File: src/rtl/gpio_pulse_responder_pkg.sv
// Shared types for the GPIO pulse responder.
// Mode decode folds the reserved encoding onto TOGGLE.
package gpio_pulse_responder_pkg;

   typedef enum logic [1:0] {
      TOGGLE = 2'b00,
      PULSE  = 2'b01,
      LEVEL  = 2'b10
   } mode_e;

   typedef enum logic [1:0] {
      IDLE,
      ARMED,
      FIRE,
      DONE
   } state_e;

   function automatic mode_e decode_mode(input logic [1:0] m);
      case (m)
         2'b01:   return PULSE;
         2'b10:   return LEVEL;
         default: return TOGGLE;
      endcase
   endfunction

endpackage

File: src/rtl/gpio_pulse_responder_ch.sv
// One responder channel: edge detect, FSM, edge counter
// and pulse timer.
module gpio_pulse_responder_ch
   import gpio_pulse_responder_pkg::*;
#(
   parameter int unsigned CntWidth = 8,
   parameter int unsigned PulseLen = 4
) (
   input  logic                clk_i,
   input  logic                rst_ni,
   input  logic                en_i,
   input  logic                clear_i,
   input  logic [1:0]          mode_i,
   input  logic [CntWidth-1:0] cnt_max_i,
   input  logic                gpio_i,
   output logic                gpio_o,
   output logic [CntWidth-1:0] cnt_o,
   output logic                done_o
);

   localparam int unsigned PtW =
      (PulseLen > 1) ? $clog2(PulseLen) : 1;
   localparam logic [PtW-1:0] PtReload = PtW'(PulseLen - 1);

   state_e              state_q, state_d;
   mode_e               mode_q, mode_d;
   logic [CntWidth-1:0] max_q, max_d;
   logic [CntWidth-1:0] cnt_q, cnt_d;
   logic [PtW-1:0]      ptimer_q, ptimer_d;
   logic                gpio_q, gpio_d;
   logic                out_q, out_d;
   logic                done_q, done_d;
   logic                rise;
   logic                fire;
   logic [CntWidth-1:0] cnt_inc;

   assign rise    = gpio_i & ~gpio_q;
   assign cnt_inc = cnt_q + CntWidth'(1);
   assign fire    = (cnt_inc == max_q);

   always_comb begin
      state_d  = state_q;
      mode_d   = mode_q;
      max_d    = max_q;
      cnt_d    = cnt_q;
      ptimer_d = ptimer_q;
      gpio_d   = gpio_i;
      out_d    = out_q;
      done_d   = done_q;
      if (!en_i) begin
         state_d  = IDLE;
         cnt_d    = '0;
         ptimer_d = '0;
         out_d    = 1'b0;
         done_d   = 1'b0;
      end else if (state_q == IDLE || clear_i) begin
         // Arming and re-arming both re-latch the config.
         state_d  = ARMED;
         mode_d   = decode_mode(mode_i);
         max_d    = (cnt_max_i == '0) ? CntWidth'(1) : cnt_max_i;
         cnt_d    = '0;
         ptimer_d = '0;
         out_d    = 1'b0;
         done_d   = 1'b0;
      end else begin
         case (state_q)
            ARMED: begin
               if (rise && fire) begin
                  cnt_d = '0;
                  case (mode_q)
                     PULSE: begin
                        out_d    = 1'b1;
                        ptimer_d = PtReload;
                        state_d  = FIRE;
                     end
                     LEVEL: begin
                        cnt_d   = cnt_q;
                        out_d   = 1'b1;
                        done_d  = 1'b1;
                        state_d = DONE;
                     end
                     default: out_d = ~out_q;
                  endcase
               end else if (rise) begin
                  cnt_d = cnt_inc;
               end
            end
            FIRE: begin
               if (rise && fire) begin
                  cnt_d    = '0;
                  ptimer_d = PtReload;
               end else begin
                  if (rise) cnt_d = cnt_inc;
                  if (ptimer_q == '0) begin
                     out_d   = 1'b0;
                     state_d = ARMED;
                  end else begin
                     ptimer_d = ptimer_q - PtW'(1);
                  end
               end
            end
            default: ;
         endcase
      end
   end

   always_ff @(posedge clk_i) begin
      if (!rst_ni) begin
         state_q  <= IDLE;
         mode_q   <= TOGGLE;
         max_q    <= CntWidth'(1);
         cnt_q    <= '0;
         ptimer_q <= '0;
         gpio_q   <= 1'b0;
         out_q    <= 1'b0;
         done_q   <= 1'b0;
      end else begin
         state_q  <= state_d;
         mode_q   <= mode_d;
         max_q    <= max_d;
         cnt_q    <= cnt_d;
         ptimer_q <= ptimer_d;
         gpio_q   <= gpio_d;
         out_q    <= out_d;
         done_q   <= done_d;
      end
   end

   assign gpio_o = out_q;
   assign cnt_o  = cnt_q;
   assign done_o = done_q;

endmodule

File: src/rtl/gpio_pulse_responder.sv
// N-channel GPIO responder; replicates the channel and
// slices the packed per-channel buses.
module gpio_pulse_responder
   import gpio_pulse_responder_pkg::*;
#(
   parameter int unsigned NumCh    = 4,
   parameter int unsigned CntWidth = 8,
   parameter int unsigned PulseLen = 4
) (
   input  logic                      clk_i,
   input  logic                      rst_ni,
   input  logic [NumCh-1:0]          en_i,
   input  logic [NumCh-1:0]          clear_i,
   input  logic [2*NumCh-1:0]        mode_i,
   input  logic [CntWidth*NumCh-1:0] cnt_max_i,
   input  logic [NumCh-1:0]          gpio_i,
   output logic [NumCh-1:0]          gpio_o,
   output logic [CntWidth*NumCh-1:0] cnt_o,
   output logic [NumCh-1:0]          done_o
);

   for (genvar c = 0; c < NumCh; c++) begin : g_ch
      gpio_pulse_responder_ch #(
         .CntWidth (CntWidth),
         .PulseLen (PulseLen)
      ) u_ch (
         .clk_i     (clk_i),
         .rst_ni    (rst_ni),
         .en_i      (en_i[c]),
         .clear_i   (clear_i[c]),
         .mode_i    (mode_i[2*c +: 2]),
         .cnt_max_i (cnt_max_i[CntWidth*c +: CntWidth]),
         .gpio_i    (gpio_i[c]),
         .gpio_o    (gpio_o[c]),
         .cnt_o     (cnt_o[CntWidth*c +: CntWidth]),
         .done_o    (done_o[c])
      );
   end

endmodule

File: config.mk
export PLATFORM = sky130hd
export DESIGN_NAME = gpio_pulse_responder
export DESIGN_NICKNAME = d
export VERILOG_FILES = /design/src/rtl/gpio_pulse_responder_pkg.sv /design/src/rtl/gpio_pulse_responder_ch.sv /design/src/rtl/gpio_pulse_responder.sv
export SDC_FILE = /design/constraint.sdc
export NUM_CORES = 1
export LEC_CHECK = 0
export BUFFER_PORTS_ARGS = -buffer_cell sky130_fd_sc_hd__buf_2
export CAP_MARGIN = 0
export CORE_ASPECT_RATIO = 0.6
export CORE_UTILIZATION = 40
export DETAILED_ROUTE_END_ITERATION = 8
export PLACE_DENSITY = 0.59
export RECOVER_POWER = 100
export SYNTH_ARGS = -nofsm -noshare
export SYNTH_HDL_FRONTEND = slang
export SYNTH_SLANG_ARGS = --single-unit
File: constraint.sdc
create_clock -name clk_i -period 3.31 [get_ports clk_i]
set_input_delay 0.1655 -clock clk_i [delete_from_list [all_inputs] [get_ports clk_i]]
set_output_delay 0.1655 -clock clk_i [all_outputs]
set_load 0.005 [all_outputs]
==> results of run 1 <==
==> power by group through the flow <==
stage,combinational [W],clock [W],sequential (W)
floorplan,0.000244,0,0.00129
global placement,0.000343,0,0.00130
detailed placement,0.000353,0,0.00130
CTS,0.000355,0.00104,0.00127
global route,0.000391,0.00109,0.00127
finish,0.000347,0.00101,0.00127
==> final cells by class <==
type,instances,area [µm²],share of cell area (%)
Sequential cell,100,2000,29.8
Inverter,34,128,1.90
Tap cell,198,248,3.68
Multi-Input combinational cell,566,3590,53.5
Timing Repair Buffer,102,473,7.03
Clock inverter,5,36.3,0.540
Clock buffer,11,243,3.61
==> cell families after synthesis <==
group,count (synthesis),share of synthesized area [%]
AO/OA/AOI/OAI,186,22.9
multiplexers,3,0.504
buffers and inverters,69,5.32
XOR/XNOR,40,5.88
flip-flops,100,33.6
AND/OR/NAND/NOR,309,25.9
adder cells (fa/ha/maj),28,5.88
==> flip-flops by register name, indices dropped and copies added (netlist names) <==
signal,flops
g_ch.u_ch.state_q,8
g_ch.u_ch.gpio_q,4
g_ch.u_ch.gpio_o,4
g_ch.u_ch.cnt_o,32
g_ch.u_ch.mode_q,8
g_ch.u_ch.ptimer_q,8
g_ch.u_ch.done_o,4
g_ch.u_ch.max_q,32
==> worst min-delay path by stage <==
| stage | to | slack (ns) | cells past startpoint | from |
|---|---|---|---|---|
| detailed placement | g_ch[1].u_ch.gpio_q | 0.40 | 2 | gpio_i[1] |
| CTS | g_ch[1].u_ch.gpio_q | 0.04 | 2 | gpio_i[1] |
| global placement | g_ch[1].u_ch.gpio_q | 0.38 | 2 | gpio_i[1] |
| finish | g_ch[1].u_ch.gpio_q | 0.05 | 2 | gpio_i[1] |
| global route | g_ch[1].u_ch.gpio_q | 0.04 | 2 | gpio_i[1] |
| floorplan | g_ch[0].u_ch.gpio_q | 0.29 | 1 | gpio_i[0] |
==> per-layer routing <==
layer / part of all wire, % / wire (µm) / GRT usage [%]
met1: 51 / 7510 / 27.1
met2: 42 / 6190 / 31.0
met3: 6.3 / 926 / 3.93
met4: 0.59 / 87 / 4.33
met5: 0 / 0 / 0
==> stage by stage <==
step	setup WS [ns]	util (%)	area [µm²]	instances
finish	0.429	46.4	6720	1016
global route	0.194	46.4	6720	1016
CTS	0.560	47.0	6820	1016
detailed placement	0.579	45.1	6550	1000
global placement	0.690	45.1	6550	1000
floorplan	0.860	-	5950	735
==> layout by cell type (no fill, tap or decap), types with 4 or more instances in the layout <==
cell type  Yosys  final
nor3b_1       13     13
nor2_1        54     54
or3_1         11     11
nand2b_1       7      7
and4_1         4      4
a211oi_1       6      7
a21oi_1       37     40
o21a_1         7      7
xor2_1        18     18
o211ai_1       7      7
a31oi_1       12     12
nand3_1       22     23
inv_1         34     34
and3_1         5      5
a21o_1         6      6
ha_1          28     28
a21boi_0      30     30
o31ai_1        5      5
a2bb2oi_1      5      5
nor2b_1       17     17
clkbuf_1      16     35
dfxtp_1      100    100
xnor2_1       22     22
nand2_1      107    107
o21ai_0       19     22
buf_2          7     66
a22oi_1        8      8
and2_1         8      7
nand4_1        4      4
nor4_1         6      6
nor3_1        28     28
nand3b_1       9      9
clkbuf_16      0      9
==> results.yml, run 1 <==
status:
  status: "finished, final reports clean"
clock_network:
  cts_made_buffers: 9
  clk_path_buf_depth: 2
  postCtsSetupBuffers: 0
  htreeDepth: 3
  cts_hold_buf: 0
  cts_root_buffer: "clkbuf_16"
  path_clk_slew_ns: 0.07
  cts_resized: 0
  cts_tree: "done"
  cts.sinks: 100
  clk_latency_ns: 0.34
setup_path:
  r2r_slack_ns: 0.43
  critPathBufInv: 0
  crit_path_end: "g_ch[1].u_ch.state_q[1]"
  r2r-end: "g_ch[1].u_ch.state_q[1]"
  critPathRequiredTime_ns: 3.56
  crit_start: "g_ch[1].u_ch.cnt_o[0]"
  rr_worst_depth: 8
  crit_chain: "ha_1 -> nand3_1 -> or3_1 -> a21oi_1 -> o2111ai_4 -> or2_0 -> a22o_1 -> a211oi_1"
  cp.depth: 8
  slowest_stage: "dfxtp_1"
  critical_path.top_delay_family: "compound AO/OA/AOI/OAI gates"
  arrival_ns: 3.13
  end_kind: "flip-flop"
  worstSetupPathType: "flip-flop to flip-flop"
  worst_setup_path_start_kind: "flip-flop"
  r2r-start: "g_ch[1].u_ch.cnt_o[0]"
  max_stage_delay_ns: 0.48
  crit_fanout: 8
sta:
  setup_tns_ns: 0
  hold_viol: 0
  period_needed_ns: 2.88
  min_period_over_period_pct: 87.0
  tightest_slew_ns: 1.35
  setup_viol: 0
  rsz0062_at_grt: "false"
  maxSlewViolCount: 0
  slew_headroom_pct: 10.2
  maxClockFrequency_mhz: 347
  fin_worst_skew_ns: 0.00848
  hold_ws_ns: 0.0526
logic_synthesis:
  synth_top_flop_cell: "dfxtp_1"
  synth_edf_count: 0
  synth.avg_cell_area_um2: 8.10
  synth_area_leaders: "dfxtp_1 (34%), nand2_1 (6.7%), ha_1 (5.9%)"
  synth.distinct_cells: 71
  synth_top_area_cell: "dfxtp_1"
  yosys_warnings: 0
  async_reset_ff_share_pct: 0
  synth_seq_cells: 100
  netlist_area_um2: 5950
  ys_seq_area_share_pct: 33.6
  synth_common_cells: "nand2_1 (107), dfxtp_1 (100), nor2_1 (54)"
  yosysMostFrequentCell: "nand2_1"
  syn_inst: 735
  synth_top_cell_area_share_pct: 33.6
  syn_nets: 817
die:
  io_pins: 94
  die_area_um2: 15400
  die_y_um: 96.5
  core.rowCount: 34
  die_w_um: 159
  start_util_pct: 41.0
  core_um2: 14500
global_route:
  grt-ovfl-total: 0
  grt_pass1_wl_um: 24300
  grt_pass1_vias: 5067
  grt_max_degree: 35
  track_usage_pct: 19.5
  grt_antenna_before_repair: 0
pwr:
  pwr-share-comb_pct: 13.2
  fin_total_pwr_w: 0.00262
  p_int_w: 0.00191
  clkPwrFrac_pct: 38.4
  power_density_nw_per_um2: 390
  switching_share_pct: 27.0
  seqPwrFrac_pct: 48.4
  p_leak_nw: 2.52
  ir_drop_v: 0.000227
  p_sw_w: 0.000709
detailed_routing:
  num_vias: 5530
  wl_um: 14700
  firstDrtPassIters: 5
  first_iter_violations: 258
  wire_per_inst_um: 14.5
  vias_per_cell: 5.44
  detail-route-antenna-nets: 0
  post-route-drc-count: 0
cells_and_area:
  final_nets: 895
  drive_gt1_share_pct: 11.4
  nFillCells: 1446
  area_growth_pct: 12.9
  diodes: 0
worst_hold_path:
  hp-class: "input pin to flip-flop"
placement:
  place_congestion: 0.854
  port_buffers: 93
  hpwl_um: 11300
run:
  maxCapViolCount: 0
Power figures use the tool's default switching activity.
==> inputs of run 2 (changes only) <==
--- a/config.mk
+++ b/config.mk
@@ -8,6 +8,7 @@
 export BUFFER_PORTS_ARGS = -buffer_cell sky130_fd_sc_hd__buf_2
 export CAP_MARGIN = 0
 export CORE_ASPECT_RATIO = 0.6
+export CORE_MARGIN = 1.5
 export CORE_UTILIZATION = 40
 export DETAILED_ROUTE_END_ITERATION = 8
 export PLACE_DENSITY = 0.59
==> run 2 against run 1 <==
Compared with the run above: the flow now finishes with violations (capacitance limit, slew limit); critical path type unchanged; maximum frequency down 1.6%; first-iteration DRC count decreased by 12%; core utilization increased by 0.36 points; hold slack worse by 0.0089 ns; via count decreased by 1.1%; clock skew fell by 0.0013 ns.
==> results.yml, run 2 (synthesized netlist as in run 1, its figures left out) <==
status:
  status: "complete, but fails checks"
  violations: "capacitance limit, slew limit"
setup_path:
  worst_setup_path_start_kind: "flip-flop"
  end_kind: "flip-flop"
  crit_chain: "ha_1 -> nand3_1 -> or3_1 -> a21oi_1 -> o2111ai_4 -> o31ai_1 -> and2_0 -> a211o_1"
  critical_path.top_delay_family: "compound AO/OA/AOI/OAI gates"
  rr_worst_depth: 8
  arrival_ns: 3.21
  crit_fanout: 8
  max_stage_delay_ns: 0.52
  slowest_stage: "dfxtp_1"
  critPathRequiredTime_ns: 3.60
  r2r_slack_ns: 0.38
  worstSetupPathType: "flip-flop to flip-flop"
  r2r-end: "g_ch[1].u_ch.cnt_o[5]"
  r2r-start: "g_ch[1].u_ch.cnt_o[0]"
  critPathBufInv: 0
worst_hold_path:
  holdPathStages: 2
  hold_end: "g_ch[1].u_ch.gpio_q"
  hp-class: "input pin to flip-flop"
  hp-start: "gpio_i[1]"
die:
  core.rowCount: 34
  die_y_um: 97.5
  io_pins: 94
  die_w_um: 160
  start_util_pct: 41.0
  core_um2: 14500
  die_area_um2: 15600
placement:
  place_congestion: 0.879
  hpwl_um: 11200
  port_buffers: 93
  place_area_um2: 6550
  placedCellCount: 1000
run:
  maxCapViolCount: 1
detailed_routing:
  firstDrtPassIters: 5
  vias_per_cell: 5.39
  first_iter_violations: 226
  wire_per_inst_um: 14.5
  detail-route-antenna-nets: 0
  num_vias: 5467
  post-route-drc-count: 0
  wl_um: 14700
cells_and_area:
  diodes: 0
  area_growth_pct: 13.8
  final_cell_mix: "nand2_1 (107), dfxtp_1 (100), buf_2 (77)"
  final_nets: 895
  final_common_cell: "nand2_1"
  instances_no_fill: 1014
  fin_area_um2: 6780
  drive_gt1_share_pct: 13.1
sta:
  fin_worst_skew_ns: 0.00722
  slew_headroom_pct: -7.59
  min_period_over_period_pct: 88.4
  tightest_slew_ns: 1.61
  maxSlewViolCount: 41
  rsz0062_at_grt: "false"
  setup_viol: 0
  maxClockFrequency_mhz: 342
  setup_tns_ns: 0
  hold_viol: 0
  period_needed_ns: 2.93
global_route:
  grt_pass1_wl_um: 25200
  grt_max_degree: 41
  grt_pass1_vias: 5220
  track_usage_pct: 19.4
  grt-ovfl-total: 0
  grt_antenna_before_repair: 0
clock_network:
  clk_path_buf_depth: 2
  cts_hold_buf: 0
  cts_root_buffer: "clkbuf_16"
  cts.sinks: 100
  path_clk_slew_ns: 0.07
  postCtsSetupBuffers: 0
  clk_latency_ns: 0.34
  cts_made_buffers: 9
  cts_resized: 0
  htreeDepth: 3
  cts_tree: "done"
pwr:
  p_leak_nw: 2.60
  power_density_nw_per_um2: 404
  ir_drop_v: 0.000292
  fin_total_pwr_w: 0.00274
[run 2: changes by cell type in the layout (fill, tap and decap cells not counted), sizes merged]
cell,before,now
inv,35,34
clkinvlp,3,1
bufinv,0,2
clkbuf,45,30
buf,68,82
[run 2: power breakdown]
group	total [W]	internal, W	switching [W]
clock network	0.00112	0.000657	0.000463
registers	0.00127	0.00124	0.0000282
logic	0.000347	0.000143	0.000204
[run 2: final cells by class]
class / instances / area (µm²)
Fill cell: 1453 / 7730
Multi-Input combinational cell: 566 / 3600
Sequential cell: 100 / 2000
Timing Repair Buffer: 102 / 498
Tap cell: 198 / 248
Clock buffer: 10 / 229
Inverter: 34 / 128
Clock inverter: 4 / 76.3
[run 2: stage by stage]
| stage | setup WS, ns | util (%) | hold WS (ns) |
|---|---|---|---|
| final | 0.384 | 46.7 | 0.0437 |
| after floorplan | 0.860 | - | 0.287 |
| after detailed placement | 0.576 | 45.1 | 0.389 |
| after global placement | 0.637 | 45.1 | 0.379 |
| after global routing | 0.136 | 46.7 | 0.0318 |
| after CTS | 0.557 | 47.2 | 0.0282 |
[run 2: how the worst max path moves through the flow]
stage	from	slack (ns)	depth (start not counted)	endpoint
2_1_floorplan	g_ch[1].u_ch.cnt_o[0]	0.86	9	g_ch[1].u_ch.cnt_o[7]
6_report	g_ch[1].u_ch.cnt_o[0]	0.38	8	g_ch[1].u_ch.cnt_o[5]
3_3_place_gp	g_ch[2].u_ch.cnt_o[0]	0.64	8	g_ch[2].u_ch.gpio_o
4_1_cts	g_ch[2].u_ch.cnt_o[0]	0.56	8	g_ch[2].u_ch.gpio_o
3_5_place_dp	g_ch[2].u_ch.cnt_o[0]	0.58	8	g_ch[2].u_ch.gpio_o
5_1_grt	g_ch[2].u_ch.cnt_o[0]	0.14	8	g_ch[2].u_ch.ptimer_q[1]
[run 2: routing by layer]
metal	vias up	global-route usage, %	wire, µm
met5	-	0	0
met4	0	4.10	131
met3	13	3.93	704
met2	136	30.2	6190
met1	2547	27.7	7680
li1	2771	-	-
